File: config.mk
export PLATFORM = sky130hd
export DESIGN_NAME = result_arbiter
export DESIGN_NICKNAME = d
export VERILOG_FILES = /design/src/rtl/result_arbiter_pkg.sv /design/src/rtl/result_arbiter_picker.sv /design/src/rtl/result_arbiter.sv
export SDC_FILE = /design/constraint.sdc
export NUM_CORES = 1
export LEC_CHECK = 0
export ABC_CLOCK_PERIOD_IN_PS = 2400
export CORE_AREA = 2 2 143 145
export CTS_CLUSTER_SIZE = 12
export DETAILED_ROUTE_END_ITERATION = 12
export DIE_AREA = 0 0 145 147
export MAX_ROUTING_LAYER = met4
export PLACE_DENSITY_LB_ADDON = 0.1
export SETUP_SLACK_MARGIN = 0.4
export SLEW_MARGIN = 20
export SYNTH_ARGS = -nofsm -noshare
export SYNTH_HDL_FRONTEND = slang
export SYNTH_SLANG_ARGS = --single-unit
File: constraint.sdc
create_clock -name clk -period 2.4 [get_ports clk]
set_input_delay 0.24 -clock clk [delete_from_list [all_inputs] [get_ports clk]]
set_output_delay 0.24 -clock clk [all_outputs]
set_load 0.02 [all_outputs]
File: src/rtl/result_arbiter_pkg.sv
// Shared definitions for the result arbiter: FSM encoding, defaults, count width.
// Latency: n/a (types and constants only).
// Backpressure: n/a.
package result_arbiter_pkg;

  // Flush sequencing states.
  typedef enum logic [1:0] {
    RUN        = 2'd0,
    FLUSH_WAIT = 2'd1,
    DONE       = 2'd2
  } arbState_t;

  // Idle cycles required before a flush is declared complete.
  localparam int DEFAULT_QUIET_CYCLES = 64;

  // Width of the accepted-results counter.
  localparam int COUNT_WIDTH = 32;

endpackage

File: src/rtl/result_arbiter_picker.sv
// Round-robin picker: first valid index at or after ptr, wrapping to 0.
// Latency: purely combinational.
// Backpressure: none; a grant is produced whenever any valid is set.
module round_robin_picker #(
  parameter  int NUM_REQ = 4,
  localparam int PTR_W   = $clog2(NUM_REQ)
) (
  input  logic [NUM_REQ-1:0] valid,
  input  logic [PTR_W-1:0]   ptr,
  output logic [NUM_REQ-1:0] grant,
  output logic [PTR_W-1:0]   grantIdx,
  output logic               anyGrant
);

  // Two passes: indices >= ptr get priority, then the wrapped indices below ptr.
  always_comb begin
    grant    = '0;
    grantIdx = '0;
    anyGrant = 1'b0;
    for (int i = 0; i < NUM_REQ; i++) begin
      if (!anyGrant && valid[i] && (i >= int'(ptr))) begin
        grant[i] = 1'b1;
        grantIdx = PTR_W'(i);
        anyGrant = 1'b1;
      end
    end
    for (int i = 0; i < NUM_REQ; i++) begin
      if (!anyGrant && valid[i] && (i < int'(ptr))) begin
        grant[i] = 1'b1;
        grantIdx = PTR_W'(i);
        anyGrant = 1'b1;
      end
    end
  end

endmodule

File: src/rtl/result_arbiter.sv
// Merges NUM_REQ result streams into one buffer write port; gates issue; flush sequencing.
// Latency: 1 cycle from grant to outValid/outData.
// Backpressure: none downstream; a grant is issued every cycle any reqValid is set.
module result_arbiter
  import result_arbiter_pkg::*;
#(
  parameter int NUM_REQ      = 4,
  parameter int WIDTH        = 64,
  parameter int QUIET_CYCLES = DEFAULT_QUIET_CYCLES
) (
  input  logic                     clk,
  input  logic                     rst,
  input  logic [NUM_REQ-1:0]       reqValid,
  input  logic [NUM_REQ*WIDTH-1:0] reqData,
  output logic [NUM_REQ-1:0]       reqReady,
  input  logic                     bufSlow,
  output logic                     issueEnable,
  output logic                     outValid,
  output logic [WIDTH-1:0]         outData,
  input  logic                     flush,
  output logic                     flushDone,
  output logic [COUNT_WIDTH-1:0]   resultCount
);

  localparam int PTR_W = $clog2(NUM_REQ);
  localparam int QC_W  = $clog2(QUIET_CYCLES + 1);
  localparam logic [QC_W-1:0]  QC_MAX   = QC_W'(QUIET_CYCLES);
  localparam logic [PTR_W-1:0] LAST_IDX = PTR_W'(NUM_REQ - 1);

  logic [PTR_W-1:0]   ptr;
  logic [NUM_REQ-1:0] pickGrant;
  logic [PTR_W-1:0]   pickIdx;
  logic               pickAny;
  logic [WIDTH-1:0]   selData;
  logic [QC_W-1:0]    qc;
  logic [QC_W-1:0]    qcNext;
  logic               activity;
  arbState_t          state;
  arbState_t          nextState;

  round_robin_picker #(.NUM_REQ(NUM_REQ)) picker (
    .valid    (reqValid),
    .ptr      (ptr),
    .grant    (pickGrant),
    .grantIdx (pickIdx),
    .anyGrant (pickAny)
  );

  // Grants are suppressed while in reset so nothing is consumed and then dropped.
  assign reqReady = rst ? '0 : pickGrant;

  // One-hot data mux driven by the picker's grant vector.
  always_comb begin
    selData = '0;
    for (int i = 0; i < NUM_REQ; i++) begin
      if (pickGrant[i]) selData = reqData[i*WIDTH +: WIDTH];
    end
  end

  // Pointer advances past the granted index; holds when nothing is granted.
  always_ff @(posedge clk) begin
    if (rst) ptr <= '0;
    else if (pickAny) ptr <= (pickIdx == LAST_IDX) ? '0 : pickIdx + PTR_W'(1);
  end

  // Registered write port and accepted-result counter; outData holds between grants.
  always_ff @(posedge clk) begin
    if (rst) begin
      outValid    <= 1'b0;
      outData     <= '0;
      resultCount <= '0;
    end else begin
      outValid <= pickAny;
      if (pickAny) begin
        outData     <= selData;
        resultCount <= resultCount + COUNT_WIDTH'(1);
      end
    end
  end

  // An in-flight write counts as activity so the last result lands before quiet counting.
  assign activity = (|reqValid) | outValid;

  // Flush FSM state and quiet counter registers.
  always_ff @(posedge clk) begin
    if (rst) begin
      state <= RUN;
      qc    <= '0;
    end else begin
      state <= nextState;
      qc    <= qcNext;
    end
  end

  // Next-state and quiet-count logic; the counter saturates at QUIET_CYCLES.
  always_comb begin
    nextState = state;
    qcNext    = qc;
    case (state)
      RUN: begin
        qcNext = '0;
        if (flush) nextState = FLUSH_WAIT;
      end
      FLUSH_WAIT: begin
        if (activity)          qcNext = '0;
        else if (qc != QC_MAX) qcNext = qc + QC_W'(1);
        if (qcNext == QC_MAX)  nextState = DONE;
      end
      DONE: begin
        qcNext    = '0;
        nextState = flush ? FLUSH_WAIT : RUN;
      end
      default: begin
        qcNext    = '0;
        nextState = RUN;
      end
    endcase
  end

  assign issueEnable = !rst && (state == RUN) && !bufSlow;
  assign flushDone   = !rst && (state == DONE);

endmodule

**After elaboration in Yosys (flattened, before gate mapping)**

Index checks and enable logic that the tools add are counted.

- Magnitude comparators: 6
- Add/subtract/negate cells: 3
- $mul: 0
- Shifts and indexed selects: 0
- Eq/ne operators: 7
- Bitwise logic cells: 2
- Reduce and logical (&&, ||, !) cells: 27
- Div/mod/pow operators: 0
- Multiplexer cells: 32

Operator list:

| kind | number |
|---|---|
| $mux W64 | 4 |
| $add A32 B1 Y32 const B | 1 |
| $mux W7 | 3 |
| $mux W2 | 8 |
| $logic_and A1 B1 Y1 | 15 |
| $mux W1 | 15 |
| $logic_not A1 Y1 | 8 |
| $add A7 B1 Y7 const B | 1 |
| $eq A7 B7 Y1 const B | 1 |
| $ne A7 B7 Y1 const B | 1 |
| $pmux W2 S3 | 1 |
| $eq A2 B2 Y1 const B | 2 |
| $ge A1 B2 Y1 const A | 2 |
| $lt A1 B2 Y1 const A | 2 |
| $mux W4 | 1 |
| $ne A2 B2 Y1 const B | 2 |
| $reduce_or A4 Y1 | 1 |
| $add A2 B1 Y2 const B | 1 |
| $eq A2 B1 Y1 const B | 1 |
| $ge A2 B2 Y1 const A | 1 |
| $logic_not A2 Y1 | 1 |
| $lt A2 B2 Y1 const A | 1 |
| $reduce_and A2 Y1 | 1 |
| $reduce_or A2 Y1 | 1 |
| other kinds (2) | 2 |

- Latch bits: 0
- Bits in registers: 108
- Output and inout port bits: 103
- RAM bits: 0
- Memory bits (read-only): 0
- Memories: 0

**Logic depth before layout (Yosys ltp)**

Gate-level depths: netlist (run 1).

- Depth after elaboration: 28
- Depth in mapped cells: 9
- Gate-level depth less buffers: 6

**Modules after synthesis**

A second synthesis (run 1) with hierarchy kept.

- Cells, all modules: 774
- Area, all modules: 6135.9 um^2

By module, submodules not included:

| module | cells each | sequential area each (um^2) | area an instance (um^2) | instances |
|---|---|---|---|---|
| result_arbiter | 741 | 2162.1 | 5913.2 | 1 |
| round_robin_picker | 33 | 0.0 | 222.7 | 1 |

**Least setup slack after synthesis (run 1)**

No wires, ideal clock.

- Path kind: input -> output
- From: in reqValid[2]
- To: out reqReady[0]
- Path slack: 0.497 ns
- Arrival time: 1.663 ns
- Path buffers: 4
- Stages: 8
- Path through: buf_2 -> o21a_1 -> o22ai_2 -> and2_1 -> buf_2 -> buf_6 -> buf_6 -> nor2b_1

- Cells in the longest elaborated chain, start to end: 11

Ends and longest elaborated chain:

| what | line | RTL |
|---|---|---|
| start: declaration | result_arbiter.sv:13 | `input logic [NUM_REQ-1:0] reqValid,` |
| $logic_and A1 B1 Y1 * (2 in series) | result_arbiter_picker.sv:21 | `if (!anyGrant && valid[i] && (i >= int'(ptr))) begin` |
| $mux W1 * | result_arbiter_picker.sv:21 |  |
| $logic_not A1 Y1 | result_arbiter_picker.sv:21 |  |
| $logic_and A1 B1 Y1 | result_arbiter_picker.sv:21 |  |
| $mux W1 * | result_arbiter_picker.sv:21 |  |
| $logic_not A1 Y1 * | result_arbiter_picker.sv:28 | `if (!anyGrant && valid[i] && (i < int'(ptr))) begin` |
| $logic_and A1 B1 Y1 * (2 in series) | result_arbiter_picker.sv:28 |  |
| $mux W1 * | result_arbiter_picker.sv:28 |  |
| $mux W4 * | result_arbiter.sv:50 | `assign reqReady = rst ? '0 : pickGrant;` |
| end: declaration | result_arbiter.sv:15 | `output logic [NUM_REQ-1:0] reqReady,` |

Every way passes the cells marked *; elsewhere a longest branch is shown, timed or not.

**Final worst setup path (run 1)**

- From: reg ptr[0]
- To: out reqReady[0]

- Cells in the longest elaborated chain, start to end: 19
- Elaborated cells between the ends (all ways): 22
- Those cells by class: order compare: 4; mux: 6; reduce/logical: 12

Ends and longest elaborated chain:

| what | line | RTL |
|---|---|---|
| start: declaration | result_arbiter.sv:30 | `logic [PTR_W-1:0] ptr;` |
| start signal: assignment | result_arbiter.sv:63 | `else if (pickAny) ptr <= (pickIdx == LAST_IDX) ? '0 : pickIdx + PTR_W'(1);` |
| $ge A1 B2 Y1 | result_arbiter_picker.sv:21 |  |
| $logic_and A1 B1 Y1 | result_arbiter_picker.sv:21 |  |
| $mux W1 | result_arbiter_picker.sv:21 |  |
| $logic_not A1 Y1 | result_arbiter_picker.sv:21 |  |
| $logic_and A1 B1 Y1 (2 in series) | result_arbiter_picker.sv:21 |  |
| $mux W1 | result_arbiter_picker.sv:21 |  |
| $logic_not A1 Y1 | result_arbiter_picker.sv:21 |  |
| $logic_and A1 B1 Y1 (2 in series) | result_arbiter_picker.sv:21 |  |
| $mux W1 | result_arbiter_picker.sv:21 |  |
| $logic_not A1 Y1 | result_arbiter_picker.sv:21 |  |
| $logic_and A1 B1 Y1 | result_arbiter_picker.sv:21 |  |
| $mux W1 | result_arbiter_picker.sv:21 |  |
| $logic_not A1 Y1 | result_arbiter_picker.sv:28 |  |
| $logic_and A1 B1 Y1 (2 in series) | result_arbiter_picker.sv:28 |  |
| $mux W1 * | result_arbiter_picker.sv:28 |  |
| $mux W4 * | result_arbiter.sv:50 |  |

Marks and branches as above.

==> flow_summary.ini, run 1 <==
[die]
std_cell_rows = 52
ioPinCount = 367
die_h_um = 147
initial_core_util_pct = 27.0
dieArea_mm2 = 0.0213
core_region_area_mm2 = 0.0198
die_width_um = 145

[pwr]
p_sw_mw = 1.50
powerDensity_mw_per_mm2 = 528
power.static_leakage_nw = 3.40
clkPwrFrac_pct = 30.8
ir_drop_v = 0.000394
internal_power_mw = 3.58
swShare_pct = 29.6
seqPwrFrac_pct = 39.7
comb_power_share_pct = 29.5

[synth]
ys_seq_area_share_pct = 40.4
muxShareOfSynthArea_pct = 1.12
syn-instance-count = 583
synth_fp_nets = 850
synth-seq-cells = 108
synth_fa_ha_area_share_pct = 0.701
ys_warn_count = 0
synth_top_family_by_area = compound AO/OA/AOI/OAI gates
synthSimpleGateAreaFrac_pct = 14.5
synth.distinct_cells = 53
synth_compound_gate_area_share_pct = 31.3
syn_area_per_cell_um2 = 9.19
synthesis.area_mm2 = 0.00536
synth_edf_count = 0
ys_async_sr_fraction_pct = 0
synthXorXnorAreaFrac_pct = 5.89
synth_top_flop_cell = dfxtp_1

[global_route]
grt-ovfl-total = 0
first_global_vias = 6496
antenna_found_initial = 0
grt_pass1_wl_mm = 37.5
grt_max_degree = 66
track_usage_pct = 23.2

[sta]
worst_pin_slew_ns = 0.687
min_period_ns = 1.91
rsz0062_at_grt = no
fmax_mhz = 524
worst_clock_skew_ns = 0.00475
finalHoldViolCount = 0
relSlewSlack_pct = 54.0
finalSetupViolations = 0
holdWs_ns = 0.315
slew_violations = 0
min_period_over_period_pct = 79.5

[worst_setup_path]
cp.required_ns = 2.16
cp_slowest_cell = dfxtp_2
crit_type = reg -> out
critical-path-top-delay-family = flip-flops
crit_chain = a2bb2oi_1 > o22ai_2 > and2_2 > nor2b_1 > clkdlybuf4s15_2
critPathCaptureType = primary output
cp_num_buf_inv = 1
crit_fanout = 7
cp.arrival_ns = 1.67
cp-start-kind = register
crit_path_max_incr_delay_ns = 0.37

[route]
drc = 0
first_iter_violations = 470
ant_nets = 0
viasPerCell = 5.28
firstDrtPassIters = 6
avgRoutedWirePerCell_um = 20.9
route.final.wire_length_mm = 25.2
vias = 6363

[min_path]
min_path_type = in -> reg

[clock_network]
numCtsBuffers = 9
cts_buffer_depth = 2
clk_latency_ns = 0.36
clock-sinks = 108
cts_tree = done
cts.htree.levels = 3
clockRootBuffer = clkbuf_16
clk_pin_slew_ns = 0.08
cts_hold_buf = 0

[run]
maxCapViolCount = 0

[layout]
fillCellCount = 1846
mostFrequentLayoutCell = clkdlybuf4s50_1
final_layout_size_suffix_gt1_share_pct = 7.28
synthToLayoutAreaGrowth_pct = 79.6
nets = 1197
num_antenna_cells = 0
fin_area_mm2 = 0.00962
final_cell_mix = 357 x clkdlybuf4s50_1, 106 x dfxtp_1, 65 x a21oi_1, 53 x nor2_1

[placed_design]
io_buffers = 366
gp_routability_congestion = 0.872
hpwl_mm = 18.8
dpl_cell_area_mm2 = 0.00929

[run_status]
status = finished, final reports clean
-- per-layer routing --
| layer | global-route usage (%) | wire length [um] |
|---|---|---|
| met2 | 40.4 | 12900 |
| met4 | 8.07 | 790 |
| met5 | - | 0 |
| met3 | 6.15 | 1730 |
| met1 | 25.8 | 9790 |
-- synth_stat cells (6+ instances only) --
master | count | area [um^2]
dfxtp_1 | 108 | 2160
clkbuf_1 | 30 | 113
buf_4 | 6 | 45.0
mux2i_1 | 6 | 60.1
o211ai_1 | 6 | 45.0
xnor2_1 | 10 | 87.6
a21oi_1 | 65 | 325
a32o_1 | 6 | 60.1
nand4_1 | 12 | 75.1
buf_2 | 19 | 95.1
o21ai_0 | 9 | 45.0
a211oi_1 | 6 | 45.0
a22oi_1 | 52 | 390
nor2_1 | 54 | 203
xor2_1 | 26 | 228
a222oi_1 | 52 | 521
and3_1 | 7 | 43.8
a221oi_1 | 6 | 52.6
nand2_1 | 21 | 78.8
nand3_1 | 14 | 70.1
o2111ai_1 | 7 | 61.3
-- final timing paths --
| kind | start | endpoint | slack [ns] | depth (start not counted) |
|---|---|---|---|---|
| worst min register to register | outData[47] | outData[47] | 0.48 | 2 |
| worst max register to register | resultCount[0] | resultCount[22] | 0.60 | 8 |
| worst max-delay path | ptr[0] | reqReady[0] | 0.49 | 5 |
| worst min-delay path | rst | resultCount[5] | 0.31 | 2 |
-- power by group through the flow --
stage	clock network, mW	registers, mW	logic (mW)
6_report	1.57	2.02	1.50
2_1_floorplan	0	2.19	0.490
3_3_place_gp	0	2.05	1.48
3_5_place_dp	0	2.05	1.50
4_1_cts	1.62	2.02	1.51
5_1_grt	1.67	2.03	1.59
-- flip-flops by register name, indices dropped and copies added (netlist names) --
name and flops:
outData 64, resultCount 32, qc 7, ptr 2, state 2, outValid 1
-- logic make-up after synthesis --
| family | count (synthesis) |
|---|---|
| buffers and inverters | 64 |
| xor gates and xnor gates | 36 |
| muxes | 6 |
| DFF | 108 |
| and+or+nand+nor | 142 |
| AOI/OAI and AO/OA | 224 |
| adders and majority gates | 3 |
-- worst reg2reg max path: cells and delay by family (launching register included) --
kind | cells | cell delay (ns)
xor+xnor | 1 | 0.13
buf+inv | 2 | 0.38
simple gates | 3 | 0.34
fa+ha+maj | 1 | 0.29
compound gates | 1 | 0.11
flops | 1 | 0.44
-- final cells by class --
class	instances	area [um^2]	area share [%]
Clock buffer	9	225	2.34
Clock inverter	6	73.8	0.767
Inverter	4	15.0	0.156
Multi-Input combinational cell	411	2880	29.9
Sequential cell	108	2170	22.5
Tap cell	270	338	3.51
Timing Repair Buffer	396	3920	40.8
-- metrics by stage --
step | TNS [ns] | worst slack, ns | utilization, % | instances | power, mW
floorplan | 0 | 0.497 | - | 583 | 2.68
global placement | 0 | 0.00763 | 46.8 | 1185 | 3.53
detailed placement | -0.242 | -0.0537 | 46.8 | 1185 | 3.55
CTS | 0 | 0.392 | 48.4 | 1201 | 5.14
global route | 0 | 0.400 | 48.5 | 1204 | 5.30
finish | 0 | 0.491 | 48.5 | 1204 | 5.08
-- timing repair --
item                       4_1_cts  5_1_grt
buffers inserted                 1        3
resized for setup               14        2
setup endpoints to repair       28        4
pin swaps                        1        1
Power figures use the tool's default switching activity.
==> inputs of run 2 (changes only) <==
ABC_CLOCK_PERIOD_IN_PS = 1600   (was 2400)
CORE_AREA = 2 2 141 143   (was 2 2 143 145)
DIE_AREA = 0 0 143 145   (was 0 0 145 147)
clock period = 1.6 ns   (was 2.4 ns; I/O delays follow)
==> flow_summary.ini, run 2 (synthesis gave the netlist of run 1 again) <==
[placed_design]
dpl_cell_area_mm2 = 0.00986
dpl.cell_count = 1220
hpwl_mm = 19.4
dp_slack_ns = -0.681
gp_routability_congestion = 0.879
io_buffers = 366

[sta]
worst_pin_slew_ns = 0.744
holdWs_ns = 0.252
relSlewSlack_pct = 50.2
rsz0062_at_grt = yes
min_period_over_period_pct = 105
finalSetupViolations = 21
worst_slack_ns = -0.0867
slew_violations = 0
min_period_ns = 1.69
finalHoldViolCount = 0
fmax_mhz = 593
tns_ns = -0.588
worst_clock_skew_ns = 0.00744

[worst_setup_path]
critical-path-top-delay-family = buffers and inverters
cp.required_ns = 1.44
critPathMostFrequentCell = buf_6
crit_chain = buf_6 > o211a_4 > buf_12 > nor2b_4 > buf_6
critPathCaptureType = primary output
crit_fanout = 4
reg2reg_slack_ns = -0.06
cp_num_buf_inv = 3
crit_type = reg -> out
cp.arrival_ns = 1.53
crit_path_max_incr_delay_ns = 0.36
cp_slowest_cell = dfxtp_4
cp-start-kind = register

[die]
dieArea_mm2 = 0.0207
std_cell_rows = 51
initial_core_util_pct = 27.9
ioPinCount = 367
die_width_um = 143
core_region_area_mm2 = 0.0192
die_h_um = 145

[run_status]
violations = setup timing
status = complete, but fails checks

[layout]
mostFrequentLayoutCell = clkdlybuf4s50_1
synthToLayoutAreaGrowth_pct = 103
final_cell_mix = 258 x clkdlybuf4s50_1, 75 x dfxtp_1, 67 x buf_4, 60 x a21oi_1, 52 x a222oi_1
largestRegisters = outData x64, resultCount x32, qc x7
fillCellCount = 1668
seq_area_mm2 = 0.00226
top_register = outData
fin_area_mm2 = 0.0109
nets = 1274
multi_input_area_mm2 = 0.00339
instances_no_fill = 1282
largest_reg_flops = 64
final_layout_size_suffix_gt1_share_pct = 33.2

[global_route]
top_usage_layer = met2
grt_max_degree = 47
met2_usage_pct = 44.9
met1_usage_pct = 26.7
grt_use_met3_pct = 6.80
track_usage_pct = 25.5
grt_pass1_wl_mm = 39.7
grt-ovfl-total = 0
first_global_vias = 7096
antenna_found_initial = 5

[pwr]
comb_power_share_pct = 32.3
power.static_leakage_nw = 4.13
clkPwrFrac_pct = 28.6
internal_power_mw = 5.32
powerDensity_mw_per_mm2 = 708
seqPwrFrac_pct = 39.1
ir_drop_v = 0.000560
p_sw_mw = 2.37
swShare_pct = 30.8

[clock_network]
cts_tree = done
cts_buffer_depth = 2
numCtsBuffers = 9
clk_latency_ns = 0.35
cts.htree.levels = 3
clk_pin_slew_ns = 0.08
clockRootBuffer = clkbuf_16
clock-sinks = 108

[route]
ant_nets = 0
drc = 0
first_iter_violations = 499
viasPerCell = 5.31
vias = 6810
firstDrtPassIters = 9
route.final.wire_length_mm = 26.6
avgRoutedWirePerCell_um = 20.8

[min_path]
min_path_type = in -> reg

[run]
maxCapViolCount = 0
## run 2: cell type report
type | count | share of cell area (%)
inverters | 4 | 0.184
well taps | 265 | 3.05
multi-input cells | 411 | 31.2
clock inverters | 7 | 0.530
flip-flops and latches | 108 | 20.8
clock buffers | 9 | 2.07
repair buffers | 473 | 42.0
diodes | 5 | 0.115
## run 2: through the flow
step	total power [mW]	utilization [%]
2_1_floorplan	4.10	-
5_1_grt	8.02	56.5
3_5_place_dp	5.42	51.3
3_3_place_gp	5.38	51.3
6_report	7.68	56.5
4_1_cts	7.72	56.0
## run 2: path summary, 6_finish.rpt
check,depth (start not counted),start,endpoint
max reg2reg,5,ptr[0],outData[16]
min,4,reqValid[2],ptr[1]
max,5,ptr[0],reqReady[1]
min reg2reg,2,outData[50],outData[50]
## run 2: metal layers
layer  routed length (um)  part of all wire, %
met4                 1070                  4.0
met5                    0                    0
met3                 1970                  7.4
met2                14200                   53
met1                 9430                   35
## run 2: timing repair
| item | in CTS | in global routing |
|---|---|---|
| cloned | 1 | 1 |
| setup endpoints to repair | 210 | 158 |
| hold buffers | 0 | 0 |
| pin swaps | 77 | 53 |
| setup buffers | 30 | 9 |
| gates resized for setup | 409 | 87 |
## run 2: tightest hold or removal path, stage by stage
cell and delay [ns]:
buf_2 0.13, buf_6 0.13, nand2_1 0.06, a311oi_1 0.08
## run 2: power by group through the flow
stage / clock [mW] / sequential [mW] / combinational, mW
2_1_floorplan: 0 / 3.28 / 0.814
3_3_place_gp: 0 / 3.07 / 2.32
3_5_place_dp: 0 / 3.07 / 2.35
4_1_cts: 2.26 / 3.00 / 2.45
5_1_grt: 2.37 / 3.03 / 2.62
6_report: 2.20 / 3.00 / 2.48
==> inputs of run 3 (changes only) <==
CORE_AREA = 3 3 142 144   (was 2 2 141 143)
CTS_CLUSTER_SIZE = not set   (was 12)
DIE_AREA = 0 0 145 147   (was 0 0 143 145)
==> flow_summary.ini, run 3 (synthesis gave the netlist of run 1 again) <==
[layout]
final_cell_mix = 258 x clkdlybuf4s50_1, 78 x buf_4, 74 x dfxtp_1, 53 x a21oi_1, 52 x a222oi_1
synthToLayoutAreaGrowth_pct = 119
top_register = outData
post-route-util_pct = 62.4
largest_reg_flops = 64
largestRegisters = outData x64, resultCount x32, qc x7
final_layout_size_suffix_gt1_share_pct = 38.4
nets = 1313
instances_no_fill = 1315
mostFrequentLayoutCell = clkdlybuf4s50_1

[min_path]
min_path_type = in -> reg

[sta]
worst_pin_slew_ns = 0.487
worst_clock_skew_ns = 0.00419
worst_slack_ns = -0.188
fmax_mhz = 559
min_period_ns = 1.79
finalSetupViolations = 73
rsz0062_at_grt = yes
finalHoldViolCount = 0
min_period_over_period_pct = 112
holdWs_ns = 0.189
slew_violations = 0
relSlewSlack_pct = 67.6

[pwr]
ir_drop_v = 0.000493
powerDensity_mw_per_mm2 = 726
swShare_pct = 30.0
clkPwrFrac_pct = 30.8
seqPwrFrac_pct = 35.2
power.static_leakage_nw = 4.49
power_mw = 8.54
internal_power_mw = 5.97
comb_power_share_pct = 34.0
p_sw_mw = 2.56

[clock_network]
cts.htree.levels = 3
clk_latency_ns = 0.36
cts_buffer_depth = 2
clock-sinks = 108
clockRootBuffer = clkbuf_16
cts_tree = done
clk_pin_slew_ns = 0.08
numCtsBuffers = 9

[placed_design]
dp_slack_ns = -0.690
hpwl_mm = 20.4
gp_routability_congestion = 0.910
io_buffers = 366
dpl.cell_count = 1211

[route]
first_iter_violations = 670
firstDrtPassIters = 6
drc = 0
ant_nets = 0
route.final.wire_length_mm = 30.9
viasPerCell = 5.50
vias = 7226
avgRoutedWirePerCell_um = 23.5

[global_route]
grt-ovfl-total = 0
grt_pass1_wl_mm = 44.3
first_global_vias = 7573
track_usage_pct = 27.5
antenna_found_initial = 4
grt_max_degree = 35

[die]
dieArea_mm2 = 0.0213
core_region_area_mm2 = 0.0188
die_h_um = 147
ioPinCount = 367
die_width_um = 145
std_cell_rows = 50
initial_core_util_pct = 28.4

[run]
maxCapViolCount = 0

[run_status]
violations = setup timing
status = complete, but fails checks

[worst_setup_path]
cp-start-kind = register
crit_fanout = 5
critPathCaptureType = primary output
crit_type = reg -> out
cp.required_ns = 1.44
cp.arrival_ns = 1.63
==> run 3: cell count changes in the layout (fill, tap and decap cells not counted), sizes merged, moves of 2 or more <==
cell,change
clkinvlp,-2
bufinv,+2
clkbuf,-8
buf,+38
clkdlybuf4s15,+11
==> run 3: layout make-up <==
type	count	area (um^2)
antenna	4	10.0
clock buffer	10	250
clock inverter	6	91.3
fill	1555	7070
inverter	4	20.0
multi-input combinational	411	3560
sequential	108	2260
tap	260	325
timing repair buffer	512	5240
==> run 3: final timing paths <==
check                                  from          end  slack, ns  cells past startpoint
worst min-delay path                    rst     state[0]       0.19                      4
worst min register to register  outData[47]  outData[47]       0.48                      2
worst max-delay path                 ptr[1]  reqReady[1]      -0.19                      7
worst max register to register       ptr[1]   outData[4]      -0.17                      8
==> run 3: power by group through the flow <==
| stage | sequential, mW | combinational, mW | clock (mW) |
|---|---|---|---|
| after floorplan | 3.28 | 0.814 | 0 |
| after global placement | 3.06 | 2.34 | 0 |
| after detailed placement | 3.07 | 2.36 | 0 |
| after CTS | 3.00 | 2.78 | 2.66 |
| after global routing | 3.03 | 3.05 | 2.75 |
| final | 3.00 | 2.90 | 2.63 |
==> run 3: metal layers <==
layer,vias up,part of all wire (%),global-route usage [%]
met2,346,54,49.9
met4,0,4.1,12.2
met5,-,0,-
li1,3251,-,-
met3,86,6.2,5.89
met1,3543,36,28.8
==> run 3: per-stage QoR <==
stage / area, um^2 / TNS, ns
floorplan: 5710 / -0.000216
global placement: 9810 / -55.06
detailed placement: 9810 / -60.79
CTS: 11400 / -5.40
global route: 11800 / -12.67
finish: 11800 / -6.87
==> run 3: what timing repair did <==
action	4_1_cts	5_1_grt
hold buffers	0	0
gates cloned	12	5
setup endpoints to repair	210	144
gates resized for setup	463	88
pin swaps	103	63
buffers inserted	40	27
==> run 3: worst max-delay path: stages (launching register included) <==
cell     delay [ns]
dfxtp_4        0.38
buf_6          0.10
a21oi_2        0.05
o211a_4        0.24
buf_4          0.14
buf_8          0.11
nor2b_4        0.11
buf_6          0.15
